### config.mk
export PLATFORM = sky130hd
export DESIGN_NAME = delay_line_pipe
export DESIGN_NICKNAME = d
export VERILOG_FILES = /design/src/rtl/delay_line_pipe.sv
export SDC_FILE = /design/constraint.sdc
export NUM_CORES = 1
export LEC_CHECK = 0
export CORE_ASPECT_RATIO = 0.9
export CORE_MARGIN = 2
export CORE_UTILIZATION = 52
export CTS_CLUSTER_SIZE = 30
export DETAILED_ROUTE_END_ITERATION = 7
export PLACE_DENSITY = 0.77
export SETUP_SLACK_MARGIN = 0.05
export SLEW_MARGIN = 20
export SYNTH_ARGS = -nofsm -noshare
export SYNTH_HDL_FRONTEND = slang
export SYNTH_SLANG_ARGS = --single-unit
### constraint.sdc
create_clock -name clk -period 2.15 [get_ports clk]
set_input_delay 0.43 -clock clk [delete_from_list [all_inputs] [get_ports clk]]
set_output_delay 0.43 -clock clk [all_outputs]
set_load 0.03 [all_outputs]
### src/rtl/delay_line_pipe.sv
// Shift-register delay line with stall, flush and occupancy count; data and valid move together.
// Optional macro DELAY_LINE_TAPS_EN adds the taps port exposing every stage register.
module delay_line_pipe #(
    parameter int WIDTH = 8,
    parameter int DEPTH = 4,
    parameter logic [WIDTH-1:0] RESET_VAL = '0,
    localparam int OCC_W = $clog2(DEPTH + 1)
) (
    input  logic                   clk,
    input  logic                   rst_n,
    input  logic                   en,
    input  logic                   flush,
    input  logic [WIDTH-1:0]       d,
    input  logic                   d_valid,
    output logic [WIDTH-1:0]       q,
    output logic                   q_valid,
    output logic [OCC_W-1:0]       occupancy
`ifdef DELAY_LINE_TAPS_EN
    ,
    output logic [DEPTH*WIDTH-1:0] taps
`endif
);

    logic [WIDTH-1:0] stage_q [DEPTH];
    logic [DEPTH-1:0] vld_q;
    logic [DEPTH-1:0] vld_nxt;
    logic [OCC_W-1:0] occ_q;

    function automatic logic [OCC_W-1:0] popcount(input logic [DEPTH-1:0] v);
        logic [OCC_W-1:0] c;
        c = '0;
        for (int i = 0; i < DEPTH; i++) begin
            c = c + OCC_W'(v[i]);
        end
        return c;
    endfunction

    // Next-state valid vector; occupancy is the popcount of this so it lands on the same edge as vld_q.
    always_comb begin
        vld_nxt = vld_q;
        if (flush) begin
            vld_nxt = '0;
        end else if (en) begin
            vld_nxt[0] = d_valid;
            for (int i = 1; i < DEPTH; i++) begin
                vld_nxt[i] = vld_q[i-1];
            end
        end
    end

    always_ff @(posedge clk or negedge rst_n) begin
        if (!rst_n) begin
            vld_q <= '0;
            occ_q <= '0;
        end else begin
            vld_q <= vld_nxt;
            occ_q <= popcount(vld_nxt);
        end
    end

    // Data stages reset and flush to RESET_VAL so q never carries X after reset.
    always_ff @(posedge clk or negedge rst_n) begin
        if (!rst_n) begin
            for (int i = 0; i < DEPTH; i++) begin
                stage_q[i] <= RESET_VAL;
            end
        end else if (flush) begin
            for (int i = 0; i < DEPTH; i++) begin
                stage_q[i] <= RESET_VAL;
            end
        end else if (en) begin
            stage_q[0] <= d;
            for (int i = 1; i < DEPTH; i++) begin
                stage_q[i] <= stage_q[i-1];
            end
        end
    end

    assign q         = stage_q[DEPTH-1];
    assign q_valid   = vld_q[DEPTH-1];
    assign occupancy = occ_q;

`ifdef DELAY_LINE_TAPS_EN
    for (genvar g = 0; g < DEPTH; g++) begin : g_taps
        assign taps[g*WIDTH +: WIDTH] = stage_q[g];
    end
`endif

endmodule
==> results by group, run 1 <==
Timing
  – Post-route clock period utilization: 0.872
  – Pins Over Slew Limit: 0
  – RSZ-0062 raised after global routing: no
  – Final setup fails: 0
  – Clock period minus worst slack: between 1500 and 2000 ps
  – Slew @ Worst Pin: between 800 and 900 ps
  – Fmax: 534 MHz
  – Final hold violations: 0
  – Clock skew: 3.94 ps
  – Max-slew headroom: 0.449

Worst hold path
  – Hold WC Path Type: in -> async

Critical path
  – FF-to-FF setup slack: 470 ps
  – CP Data Required Time: 2380 ps
  – CP startpoint: flush
  – Worst setup EP type: flop
  – Startpoint Class: input port
  – Setup Crit Path Kind: in -> reg
  – Worst path arrival time: 2100 ps
  – Reg2reg start: vld_q[3]$_DFF_PN0_
  – Critical-path maximum fanout: 5

Route
  – Vias: 938
  – Post-Route WL: 2.45 mm
  – # DRC: 0
  – Wire per inst: roughly 13 µm
  – Via density: 4.89
  – Iter 0 DRT Violations: 34
  – Antenna viol nets, final: 0
  – First-pass DRT Iterations: 4

Clock tree
  – Clock sink count: 39
  – CTS-repair resized insts: 0
  – Clock buffer depth: 2
  – # hold bufs at CTS: 0
  – Worst-path clk slew: about 100 ps
  – Clock tree root buffer cell: clkbuf_4
  – H-tree levels: 2
  – CTS tree: built
  – CTS buffer count: 5
  – Clock Latency Late Sink: 330 ps
  – Setup bufs post-CTS: 0

Global routing
  – GRT Residual Overflow: 0
  – Vias in the first global route: 917
  – Antenna violations before repair: 0
  – First-pass GRT wire length: 4.22 mm
  – GRT Total Usage: 0.155
  – Largest net degree at the start of global routing: 40

Die
  – Die Span X: 63.7 µm
  – Core Area: 3070 µm²
  – Ports: 25
  – Die H: slightly below 60 µm
  – Initial Utilization: 0.543
  – Site row count: 19
  – Die area: around 3700 µm²

Cells and area
  – Layout cells sized above 1: 0.0867
  – Fin cells: about 190
  – Number of diodes: 0
  – Most frequent cells in the layout: dfrtp_1, mux2i_1, nor2_1
  – Commonest non-fill, non-tap cell in the layout: dfrtp_1
  – Nets@finish: 165
  – Area grow syn2layout: 13.9%

Yosys
  – Simple-gate share of the synthesized area: 0.0811
  – Syn Std Cell Area: 1670 µm²
  – Combinational family with the most area after synthesis: multiplexers
  – Synth top area cells: dfrtp_1, mux2i_1, nor2_1, buf_12, buf_4
  – Register bit total from synthesis: 39
  – Compound-Gate Fraction of Synth Area: 0
  – Yosys top cell area share: 0.586
  – Mux cell area share after synthesis: 0.216
  – XOR/XNOR Fraction of Synth Area: 0
  – Register area share after synthesis: 0.586
  – Dominant cell type by area after synthesis: dfrtp_1
  – Mapped Nets: 146
  – Cells after Synth: between 100 and 150
  – Adder-Cell Fraction of Synth Area: 0.0270
  – Syn avg cell area: roughly 13 µm²
  – Synth warn: 0
  – Synth unique cells: 10

Placement
  – Detail Placement HPWL: 1.73 mm
  – Gpl congestion: 0.787
  – Number of instances in the placed design: 184
  – Port Buffer Count: 24

Outcome
  – Outcome: complete, no violations

Power
  – Peak VDD IR: 472 µV
  – Internal Pwr Total: around 1.0 mW
  – Flop pwr share: 0.592
  – Logic pwr share: 0.094
  – PwrDens: 681 nW/µm²
  – P_leak: 0.981 nW
  – Tot Pwr: 1.29 mW
  – Switching Share: 0.225
  – Clock Power Share: 0.314
  – Psw: between 0.2 and 0.3 mW

Job
  – Max-cap violations: 0
[path summary, 6_finish.rpt]
| kind | end | cells after the start |
|---|---|---|
| max in group asynchronous | stage_q[8]$_DFFE_PN0P_ | 1 |
| min | q[6]$_DFFE_PN0P_ | 1 |
| max reg2reg | occupancy[1]$_DFF_PN0_ | 5 |
| min reg2reg | stage_q[20]$_DFFE_PN0P_ | 2 |
| max | occupancy[1]$_DFF_PN0_ | 5 |
| min in group clk | vld_q[0]$_DFF_PN0_ | 3 |
[routing by layer]
metal | global-route usage | share of wire | vias up
met5 | 0 | 0 | -
met4 | 0.0839 | 0.024 | 0
met3 | 0.0466 | 0.040 | 7
met2 | 0.242 | 0.46 | 22
met1 | 0.196 | 0.47 | 451
li1 | - | - | 458
[cells by family (layout without fill, tap and decap cells)]
| kind of cell | after synthesis | in the layout |
|---|---|---|
| flops | 39 | 39 |
| mux | 36 | 36 |
| fa+ha+maj | 3 | 3 |
| simple gates | 36 | 36 |
| buf+inv | 16 | 36 |
[power by group through the flow]
stage / sequential (mW) / clock, mW / combinational, mW
after global placement: 0.778 / 0 / 0.120
after detailed placement: 0.780 / 0 / 0.123
after global routing: 0.768 / 0.456 / 0.134
final: 0.765 / 0.406 / 0.121
after floorplan: 0.782 / 0 / 0.0793
after CTS: 0.765 / 0.422 / 0.124
[worst max-delay path: stages]
cell             delay [ps]
clkdlybuf4s50_1         490
nor2_1                  250
fa_1                    460
ha_1                    210
ha_1                    270
[registers in the layout, summed over array words and instances, names as in the netlist]
register / count
vld_q: 4
occupancy: 3
q: 8
stage_q: 24
[metrics by stage]
stage | util | setup TNS [ps] | hold WS, ps | setup WS (ps) | instance area, µm²
2_1_floorplan | - | 0 | 134 | 149 | 1670
3_3_place_gp | 0.596 | 0 | 499 | 15.9 | 1830
3_5_place_dp | 0.596 | -86.3 | 511 | -86.3 | 1830
4_1_cts | 0.619 | 0 | 207 | 282 | 1900
5_1_grt | 0.619 | 0 | 238 | 187 | 1900
6_report | 0.619 | 0 | 183 | 276 | 1900
[final cells by class]
type / count / area, µm²
Clock buffer: 8 / 68.8
Fill cell: 238 / 1170
Multi-Input combinational cell: 75 / 541
Sequential cell: 39 / 976
Tap cell: 42 / 52.6
Timing Repair Buffer: 28 / 260
[cell usage after synthesis, drive strengths merged]
master,n
ha,2
buf,15
dfrtp,39
nor2,36
fa,1
mux2i,36
clkbuf,1
(Power assumes the default switching activity.)
==> inputs of run 2 (changes only) <==
--- a/config.mk
+++ b/config.mk
@@ -12,7 +12,6 @@
 export DETAILED_ROUTE_END_ITERATION = 7
 export PLACE_DENSITY = 0.77
 export SETUP_SLACK_MARGIN = 0.05
-export SLEW_MARGIN = 20
 export SYNTH_ARGS = -nofsm -noshare
 export SYNTH_HDL_FRONTEND = slang
 export SYNTH_SLANG_ARGS = --single-unit
==> results of run 2 <==
No change in the layout: final DEF, timing and power equal those of run 1.
==> inputs of run 3 (changes only) <==
--- a/config.mk
+++ b/config.mk
@@ -11,6 +11,7 @@
 export CTS_CLUSTER_SIZE = 30
 export DETAILED_ROUTE_END_ITERATION = 7
 export PLACE_DENSITY = 0.77
+export RECOVER_POWER = 100
 export SETUP_SLACK_MARGIN = 0.05
 export SYNTH_ARGS = -nofsm -noshare
 export SYNTH_HDL_FRONTEND = slang
==> run 3 against run 2 <==
Effect of this change:
- cell area down 0.20%
- first-iteration DRC count unchanged
- combinational power about the same
- global-route usage unchanged
- power down 0.14%
- clock skew about the same
- setup slack worse by 2.3 ps
- count of clock-buffer cells in the layout unchanged
- core utilization down 0.12 points
- wire length down 0.16%
- worst hold slack better by 31 ps
- register-to-register slack about the same
==> results by group, run 3 (synthesis gave the netlist of run 1 again) <==
Outcome
  – Outcome: complete, no violations

Critical path
  – Most used cell, CP: ha_1
  – FF-to-FF setup slack: 480 ps
  – Setup Crit Path Kind: in -> reg
  – Worst path arrival time: roughly 2100 ps
  – Bufs and invs on worst path: 1
  – Largest stage delay, worst path: 490 ps
  – CP Data Required Time: 2380 ps
  – Top delay family on crit path: adder cells
  – Critical-path maximum fanout: 5
  – Worst setup EP type: flop
  – Worst path slowest cell: clkdlybuf4s50_1
  – CP Cell Sequence: clkdlybuf4s50_1, nor2_1, fa_1, ha_1, ha_1
  – Startpoint Class: input port

Die
  – Die H: approximately 58 µm
  – Die Span X: 63.7 µm
  – Site row count: 19
  – Core Area: 3070 µm²
  – Ports: 25
  – Die area: 3670 µm²
  – Initial Utilization: 0.543

Timing
  – Pins Over Slew Limit: 0
  – Slew @ Worst Pin: between 900 and 1000 ps
  – Fmax: 533 MHz
  – Hold_ws: 214 ps
  – RSZ-0062 raised after global routing: no
  – Max-slew headroom: 0.385
  – Final hold violations: 0
  – Final setup fails: 0
  – Clock skew: approximately 3.7 ps
  – Clock period minus worst slack: roughly 1900 ps
  – Post-route clock period utilization: 0.873

Cells and area
  – Max reg flops: 24
  – Fill count: 240
  – Util after Layout: 0.618
  – Register area: 976 µm²
  – Commonest non-fill, non-tap cell in the layout: dfrtp_1
  – Area grow syn2layout: 13.7%
  – Number of diodes: 0
  – Top reg by flops: stage_q
  – Layout cells sized above 1: 0.0800
  – Nets@finish: ~170
  – Most frequent cells in the layout: dfrtp_1, mux2i_1, nor2_1
  – Area of the multi-input gates: 541 µm²

Worst hold path
  – Hold WC Path Type: in -> async

Global routing
  – Largest net degree at the start of global routing: 40
  – GRT Residual Overflow: 0
  – First-pass GRT wire length: 4.22 mm
  – Vias in the first global route: 917
  – GRT Total Usage: 0.155
  – Antenna violations before repair: 0

Route
  – Vias: between 900 and 1,000
  – Post-Route WL: 2.44 mm
  – Iter 0 DRT Violations: 34
  – Via density: between 4 and 5
  – # DRC: 0
  – First-pass DRT Iterations: 4
  – Wire per inst: 12.7 µm
  – Antenna viol nets, final: 0

Job
  – Max-cap violations: 0

Clock tree
  – # hold bufs at CTS: 0
  – CTS tree: built
  – Clock Latency Late Sink: 330 ps
  – H-tree levels: 2
  – Clock tree root buffer cell: clkbuf_4
  – Clock sink count: 39
  – Clock buffer depth: 2
  – CTS-repair resized insts: 0
  – Setup bufs post-CTS: 0
  – Worst-path clk slew: roughly 100 ps
  – CTS buffer count: 5

Power
  – Peak VDD IR: approximately 470 µV
  – PwrDens: 681 nW/µm²
  – P_leak: 1.02 nW

Placement
  – Detail Placement HPWL: 1.73 mm
  – Port Buffer Count: 24
  – Gpl congestion: 0.787
-- run 3: cell types whose count changed in the layout (fill, tap and decap cells not counted), sizes merged --
cell	before	now
buf	6	4
clkbuf	8	10
dlygate4sd3	0	12
clkdlybuf4s50	22	10
-- run 3: through the flow --
| stage | power (mW) | TNS [ps] | instances | worst slack (ps) | cell area (µm²) |
|---|---|---|---|---|---|
| finish | 1.29 | 0 | 192 | 274 | 1890 |
| global route | 1.36 | 0 | 192 | 188 | 1890 |
| floorplan | 0.861 | 0 | 130 | 149 | 1670 |
| detailed placement | 0.903 | -86.3 | 184 | -86.3 | 1830 |
| global placement | 0.898 | 0 | 184 | 15.9 | 1830 |
| CTS | 1.31 | 0 | 192 | 282 | 1900 |
-- run 3: metal layers --
metal / part of all wire / vias to the layer above / global-route usage
met3: 0.040 / 7 / 0.0466
met5: 0 / - / 0
met2: 0.47 / 22 / 0.242
li1: - / 459 / -
met4: 0.024 / 0 / 0.0839
met1: 0.47 / 451 / 0.196
-- run 3: worst register-to-register path, stage by stage (launching register included) --
cell and delay, ps:
dfrtp_1 370, mux2i_1 70, nor2_1 200, fa_1 460
ha_1 210, ha_1 270
-- run 3: layout make-up --
type,count,share of cell area
multi-input combinational,75,0.285
timing repair buffer,28,0.135
sequential,39,0.515
clock buffer,8,0.0363
tap,42,0.0277
-- run 3: final timing paths --
check	startpoint	to	cells past startpoint
setup / recovery	flush	occupancy[1]$_DFF_PN0_	5
min in group clk	en	vld_q[0]$_DFF_PN0_	3
max in group asynchronous	rst_n	stage_q[8]$_DFFE_PN0P_	1
hold / removal	rst_n	occupancy[2]$_DFF_PN0_	1
hold reg to reg	q[4]$_DFFE_PN0P_	q[4]$_DFFE_PN0P_	2
setup reg to reg	vld_q[0]$_DFF_PN0_	occupancy[1]$_DFF_PN0_	5
-- run 3: where the power goes --
part	switching (mW)	total, mW	internal [mW]
clock network	0.215	0.407	0.192
logic	0.0655	0.119	0.0535
registers	0.0107	0.765	0.754
total	0.291	1.29	1.00
